`config.mk`:
```
export PLATFORM = sky130hd
export DESIGN_NAME = fetch_unit_flat
export DESIGN_NICKNAME = d
export VERILOG_FILES = /design/src/rtl/fetch_unit_pkg.sv /design/src/rtl/fetch_unit_if.sv /design/src/rtl/fetch_unit_if_id_reg.sv /design/src/rtl/fetch_unit.sv /design/src/flat_wrapper.sv
export SDC_FILE = /design/constraint.sdc
export NUM_CORES = 1
export LEC_CHECK = 0
export BUFFER_PORTS_ARGS = -buffer_cell sky130_fd_sc_hd__buf_2
export CAP_MARGIN = 20
export CORE_ASPECT_RATIO = 0.5
export CORE_MARGIN = 2
export CORE_UTILIZATION = 38
export CTS_BUF_LIST = sky130_fd_sc_hd__clkbuf_4
export DETAILED_ROUTE_END_ITERATION = 16
export GPL_TIMING_DRIVEN = 0
export PLACE_DENSITY = 0.7
export RECOVER_POWER = 25
export SLEW_MARGIN = 20
export SYNTH_ARGS = -nofsm -noshare
export SYNTH_HDL_FRONTEND = slang
export SYNTH_SLANG_ARGS = --single-unit
```
`constraint.sdc`:
```
create_clock -name clk -period 5.75 [get_ports clk]
set_input_delay 0.575 -clock clk [delete_from_list [all_inputs] [get_ports clk]]
set_output_delay 0.575 -clock clk [all_outputs]
set_load 0.005 [all_outputs]
```
`src/rtl/fetch_unit_pkg.sv`:
```
// Shared types and constants for the instruction fetch unit.
// The optional FETCH_MISPREDICT_CNT_EN counter lives in fetch_unit.sv.
package fetch_unit_pkg;

   localparam int PC_W    = 64;
   localparam int INSTR_W = 32;

   localparam logic [INSTR_W-1:0] NOP_INSTR = 32'h0000_0013;

   typedef enum logic [1:0] {
      ST_ISSUE = 2'd0,
      ST_WAIT  = 2'd1,
      ST_DROP  = 2'd2
   } fetch_state_e;

endpackage

```
`src/rtl/fetch_unit_if.sv`:
```
// Instruction memory request/response bus: one outstanding request at a time,
// response is a single-cycle rvalid pulse.
interface fetch_unit_if;
   import fetch_unit_pkg::*;

   logic               req;
   logic [PC_W-1:0]    addr;
   logic               gnt;
   logic               rvalid;
   logic [INSTR_W-1:0] rdata;

   modport master (output req, addr, input gnt, rvalid, rdata);
   modport slave  (input req, addr, output gnt, rvalid, rdata);

endinterface

```
`src/rtl/fetch_unit_if_id_reg.sv`:
```
// IF/ID pipeline register. Flush beats load, and load beats consume, so a new
// instruction arriving in the cycle ID drains the old one is kept.
module fetch_unit_if_id_reg
   import fetch_unit_pkg::*;
(
   input  logic               clk,
   input  logic               rst,
   input  logic               flush,
   input  logic               load,
   input  logic               consume,
   input  logic [PC_W-1:0]    pc_in,
   input  logic [INSTR_W-1:0] instr_in,
   output logic               valid,
   output logic [PC_W-1:0]    pc,
   output logic [INSTR_W-1:0] instr
);

   always_ff @(posedge clk or posedge rst) begin
      if (rst) begin
         valid <= 1'b0;
         pc    <= '0;
         instr <= NOP_INSTR;
      end else if (flush) begin
         valid <= 1'b0;
      end else if (load) begin
         valid <= 1'b1;
         pc    <= pc_in;
         instr <= instr_in;
      end else if (consume) begin
         valid <= 1'b0;
      end
   end

endmodule

```
`src/rtl/fetch_unit.sv`:
```
// Instruction fetch unit: issues one request at a time, fills IF/ID, follows
// predictor / redirects. Optional FETCH_MISPREDICT_CNT_EN adds mispredict_cnt.
//
// state    | meaning
// ---------+------------------------------------------------------------
// ST_ISSUE | request pc_q once IF/ID has room; hold addr until granted
// ST_WAIT  | request accepted, waiting for the response pulse
// ST_DROP  | a redirect orphaned the in-flight request; swallow its response
module fetch_unit
   import fetch_unit_pkg::*;
#(
   parameter logic [PC_W-1:0] RESET_PC = 64'h0000_0000_0000_0000
) (
   input  logic               clk,
   input  logic               rst,
   input  logic [PC_W-1:0]    predicted_pc,
   input  logic               redirect,
   input  logic [PC_W-1:0]    redirect_pc,
   fetch_unit_if.master       imem,
   output logic [PC_W-1:0]    current_pc,
   output logic [INSTR_W-1:0] next_instruction,
   output logic               id_valid,
   output logic [PC_W-1:0]    id_pc,
   output logic [INSTR_W-1:0] id_instr,
   input  logic               id_ready
`ifdef FETCH_MISPREDICT_CNT_EN
   ,
   output logic [31:0]        mispredict_cnt
`endif
);

   fetch_state_e    state_q, state_d;
   logic [PC_W-1:0] pc_q, pc_d;
   logic            req;
   logic            load;
   logic            slot_free;

   assign slot_free = ~id_valid | id_ready;

   always_ff @(posedge clk or posedge rst) begin
      if (rst) begin
         state_q <= ST_ISSUE;
         pc_q    <= RESET_PC;
      end else begin
         state_q <= state_d;
         pc_q    <= pc_d;
      end
   end

   always_comb begin
      state_d = state_q;
      pc_d    = pc_q;
      req     = 1'b0;
      load    = 1'b0;
      case (state_q)
         ST_ISSUE: begin
            req = slot_free & ~rst;
            if (redirect)
               state_d = (req & imem.gnt) ? ST_DROP : ST_ISSUE;
            else if (req & imem.gnt)
               state_d = ST_WAIT;
         end
         ST_WAIT: begin
            if (redirect) begin
               state_d = imem.rvalid ? ST_ISSUE : ST_DROP;
            end else if (imem.rvalid) begin
               load    = 1'b1;
               pc_d    = predicted_pc;
               state_d = ST_ISSUE;
            end
         end
         ST_DROP: begin
            // The orphaned response always retires the outstanding request,
            // even if another redirect lands on the same cycle.
            if (imem.rvalid)
               state_d = ST_ISSUE;
         end
         default: state_d = ST_ISSUE;
      endcase
      if (redirect)
         pc_d = redirect_pc;
   end

   assign imem.req         = req;
   assign imem.addr        = pc_q;
   assign current_pc       = pc_q;
   assign next_instruction = imem.rdata;

   fetch_unit_if_id_reg u_if_id_reg (
      .clk      (clk),
      .rst      (rst),
      .flush    (redirect),
      .load     (load),
      .consume  (id_ready),
      .pc_in    (pc_q),
      .instr_in (imem.rdata),
      .valid    (id_valid),
      .pc       (id_pc),
      .instr    (id_instr)
   );

`ifdef FETCH_MISPREDICT_CNT_EN
   always_ff @(posedge clk or posedge rst) begin
      if (rst)
         mispredict_cnt <= '0;
      else if (redirect && (mispredict_cnt != 32'hFFFF_FFFF))
         mispredict_cnt <= mispredict_cnt + 32'd1;
   end
`endif

endmodule

```
`src/flat_wrapper.sv`:
```
// flat-port wrapper written by rule: the top's interface ports become plain ports
module fetch_unit_flat import fetch_unit_pkg::*;
#(
   parameter logic [PC_W-1:0] RESET_PC = 64'h0000_0000_0000_0000
)
  (clk, rst, predicted_pc, redirect, redirect_pc, current_pc, next_instruction, id_valid, id_pc, id_instr, id_ready, imem_req, imem_addr, imem_gnt, imem_rvalid, imem_rdata);
  fetch_unit_if imem_i ();
  input  logic clk;
  input  logic rst;
  input  logic [PC_W-1:0] predicted_pc;
  input  logic redirect;
  input  logic [PC_W-1:0] redirect_pc;
  output logic [PC_W-1:0] current_pc;
  output logic [INSTR_W-1:0] next_instruction;
  output logic id_valid;
  output logic [PC_W-1:0] id_pc;
  output logic [INSTR_W-1:0] id_instr;
  input  logic id_ready;
  output wire logic [$bits(imem_i.req)-1:0] imem_req;
  output wire logic [$bits(imem_i.addr)-1:0] imem_addr;
  input wire logic [$bits(imem_i.gnt)-1:0] imem_gnt;
  input wire logic [$bits(imem_i.rvalid)-1:0] imem_rvalid;
  input wire logic [$bits(imem_i.rdata)-1:0] imem_rdata;
  assign imem_req = imem_i.req;
  assign imem_addr = imem_i.addr;
  assign imem_i.gnt = imem_gnt;
  assign imem_i.rvalid = imem_rvalid;
  assign imem_i.rdata = imem_rdata;
  fetch_unit #(.RESET_PC(RESET_PC)) u_core (.clk(clk), .rst(rst), .predicted_pc(predicted_pc), .redirect(redirect), .redirect_pc(redirect_pc), .imem(imem_i), .current_pc(current_pc), .next_instruction(next_instruction), .id_valid(id_valid), .id_pc(id_pc), .id_instr(id_instr), .id_ready(id_ready));
endmodule
```
==> results by group <==
Detailed routing
  • ANT nets after route: 0
  • DRC: 0
  • Routed vias/inst: 4.75
  • 1st-iter DRT viols: 321
  • Routed Wire Length: ~24000 µm
  • DR WL/cell: 18.5 µm
  • DR pass1 iterations: 5
  • Vias: 6086

Layout
  • Final Non-Filler Cells: approximately 1300
  • Nets: between 1000 and 1500
  • Final Cell Area: roughly 10000 µm²
  • Share of layout cells above drive strength 1: 65.7%
  • Synth-to-layout area growth: 35.4%

Synthesis
  • Yosys top cell by area: dfrtp_1
  • Distinct cell type count after synthesis: 26
  • Largest family of logic cells by synthesized area: multiplexers
  • Syn_nets: between 700 and 800
  • Part of the Yosys area used for sequential elements: approximately 54%
  • Synth Area in Simple Gates: 5.90%
  • Syn Inst Count: 557
  • Most common cell in the netlist: dfrtp_1
  • Adder-cell share of the synthesized area: 0%
  • Post-synth EDFFs: 0
  • Mux cell area share after synthesis: 20.4%
  • #FFs+latches synth: about 160
  • Synth top cells by count: dfrtp_1 (160), buf_4 (96), mux2_4 (67)
  • Post-synth ARST share: 100%
  • Share of the synthesized area in the top cell type: between 50% and 60%
  • Synth Flop Type: dfrtp_1
  • Synth top area cells: dfrtp_1 (53%), mux2_4 (13%), buf_4 (9.5%)
  • Synth Area in Compound Gates: 7.29%
  • Post-synthesis xor/xnor area fraction: 0%
  • Mapped cell area: about 7600 µm²
  • Synth warn: 0
  • Mapped Avg Cell Area: approximately 14 µm²

Global route
  • Initial antenna violation count: 1
  • Largest net degree at the start of global routing: just over 90
  • Total Routing Usage GR: between 20 and 25%
  • Gr ovfl total: 0
  • Global-route wire length before repair: about 36000 µm
  • Number of global-route vias before repair: 5984

Placed design
  • Port bufs: between 400 and 500
  • Post-DP Area: around 10000 µm²
  • Placed cell count: 1247
  • Dpl hpwl: 18200 µm
  • GPL Wtd Cong: around 0.89

Clock network
  • CTS max path bufs: 2
  • CTS buffer count: 17
  • Worst skew pair latency: 570 ps
  • CTS root buf: clkbuf_4
  • H-tree depth: 4
  • CTS tree: done
  • Clock-pin slew on the worst setup and hold paths: ~130 ps
  • Post-CTS Hold Buffers: 0
  • Postcts setup bufs: 0
  • CTS Sinks: approximately 160
  • Resize count post-CTS: 0

Job
  • # Max-Cap Violations: 0

Floorplan
  • Rows: 36
  • Top Ports: around 420
  • Initial core utilization: roughly 39%
  • Die Area: 21300 µm²
  • Core area: between 15000 and 20000 µm²
  • Height of the die: 104 µm
  • Die W: 204 µm

Power and ir drop
  • Leak: 5.51 nW
  • Power Dens Cells: around 320 nW/µm²
  • Worst VDD drop: between 0.0001 and 0.00015 V

STA
  • Setup TNS: 0 ps
  • Measured slew at the worst slew-check pin: approximately 760 ps
  • Crit path time final: ~2600 ps
  • Final setup violation count: 0
  • Final Hold Fails: 0
  • Relative slew slack: 49.4%
  • Setup repair after global routing missed its margin: no
  • Final setup skew: 21.5 ps
  • Slew Limit Fails: 0
  • Fmax: about 380 MHz
  • Period utilisation layout: between 40% and 50%

Critical path
  • CP required: slightly above 5000 ps
  • Crit path max fanout: 90
  • Critical path class: in -> out
  • Setup crit start kind: input port
  • Worst setup EP type: output port
  • Endpoint arrival time on the critical path: around 2000 ps

Min path
  • Hold crit path type: in -> async

Outcome
  • Status: complete, no violations
==> path summary, 6_finish.rpt <==
check | from | endpoint | slack, ps | cells after the start
setup / recovery | rst | imem_req | 3120 | 6
hold / removal | rst | u_core.u_if_id_reg.instr[7] | 100 | 2
setup reg to reg | u_core.state_q[1] | u_core.current_pc[2] | 3490 | 5
hold reg to reg | u_core.u_if_id_reg.pc[57] | u_core.u_if_id_reg.pc[57] | 510 | 1
max in group asynchronous | rst | u_core.u_if_id_reg.instr[0] | 4800 | 3
min in group clk | predicted_pc[17] | u_core.current_pc[17] | 220 | 2
==> power by group <==
part           switching [mW]  leakage, nW  internal, mW  total, mW
registers               0.200         2.00          1.45       1.64
clock network           0.391        0.125         0.185      0.576
logic                   0.402         3.39         0.672       1.07
total                   0.993         5.51          2.30       3.29
==> through the flow <==
stage / power, mW / setup WS (ps) / hold WS, ps / utilization, %
final: 3.29 / 3120 / 103 / 52.8
after global routing: 3.49 / 2860 / 66.7 / 52.8
after CTS: 3.33 / 3110 / 29.2 / 52.8
after detailed placement: 2.75 / 3120 / 488 / 51.7
after global placement: 2.72 / -1090 / 485 / 51.5
after floorplan: 2.18 / 738 / 505 / -
==> logic make-up after synthesis <==
| family | after synthesis |
|---|---|
| simple gates | 76 |
| buf+inv | 133 |
| flops | 163 |
| mux | 118 |
| compound gates | 67 |
==> sequential cells by signal, summed over array words and instances, names as in the netlist <==
signal	count
u_core.current_pc	64
u_core.u_if_id_reg.pc	64
u_core.u_if_id_reg.instr	32
u_core.state_q	2
u_core.u_if_id_reg.valid	1
==> critical path: stages <==
cell and delay, ps:
clkbuf_1 140, inv_8 420, buf_16 420, nand2_1 100
nor3_1 180, buf_2 170
==> layout make-up <==
class	count	area, µm²
plain buffers	131	970
diodes	1	2.50
clock inverters	10	46.3
well taps	266	333
repair buffers	424	2140
clock buffers	22	165
flip-flops and latches	163	4080
multi-input cells	261	2560
fillers	1772	9230
inverters	2	15.0
==> cell usage in the layout, fill, tap and decap left out, types with 5 or more instances in the layout <==
master / instances
mux2_2: 29
nor3_1: 23
a21oi_1: 22
clkinv_1: 5
clkbuf_1: 16
and2_1: 43
mux2i_1: 22
buf_6: 15
clkbuf_4: 22
buf_4: 96
dfrtp_1: 160
buf_2: 426
mux2_4: 67
a221o_1: 42
==> routing by layer <==
metal | vias to the layer above | track usage [%] | part of all wire (%)
li1 | 2780 | - | -
met3 | 24 | 4.51 | 4.5
met4 | 0 | 4.81 | 1.2
met1 | 3129 | 29.9 | 44
met2 | 153 | 36.9 | 50
met5 | - | 0 | 0
No activity file was read; power rests on OpenSTA's default activity.
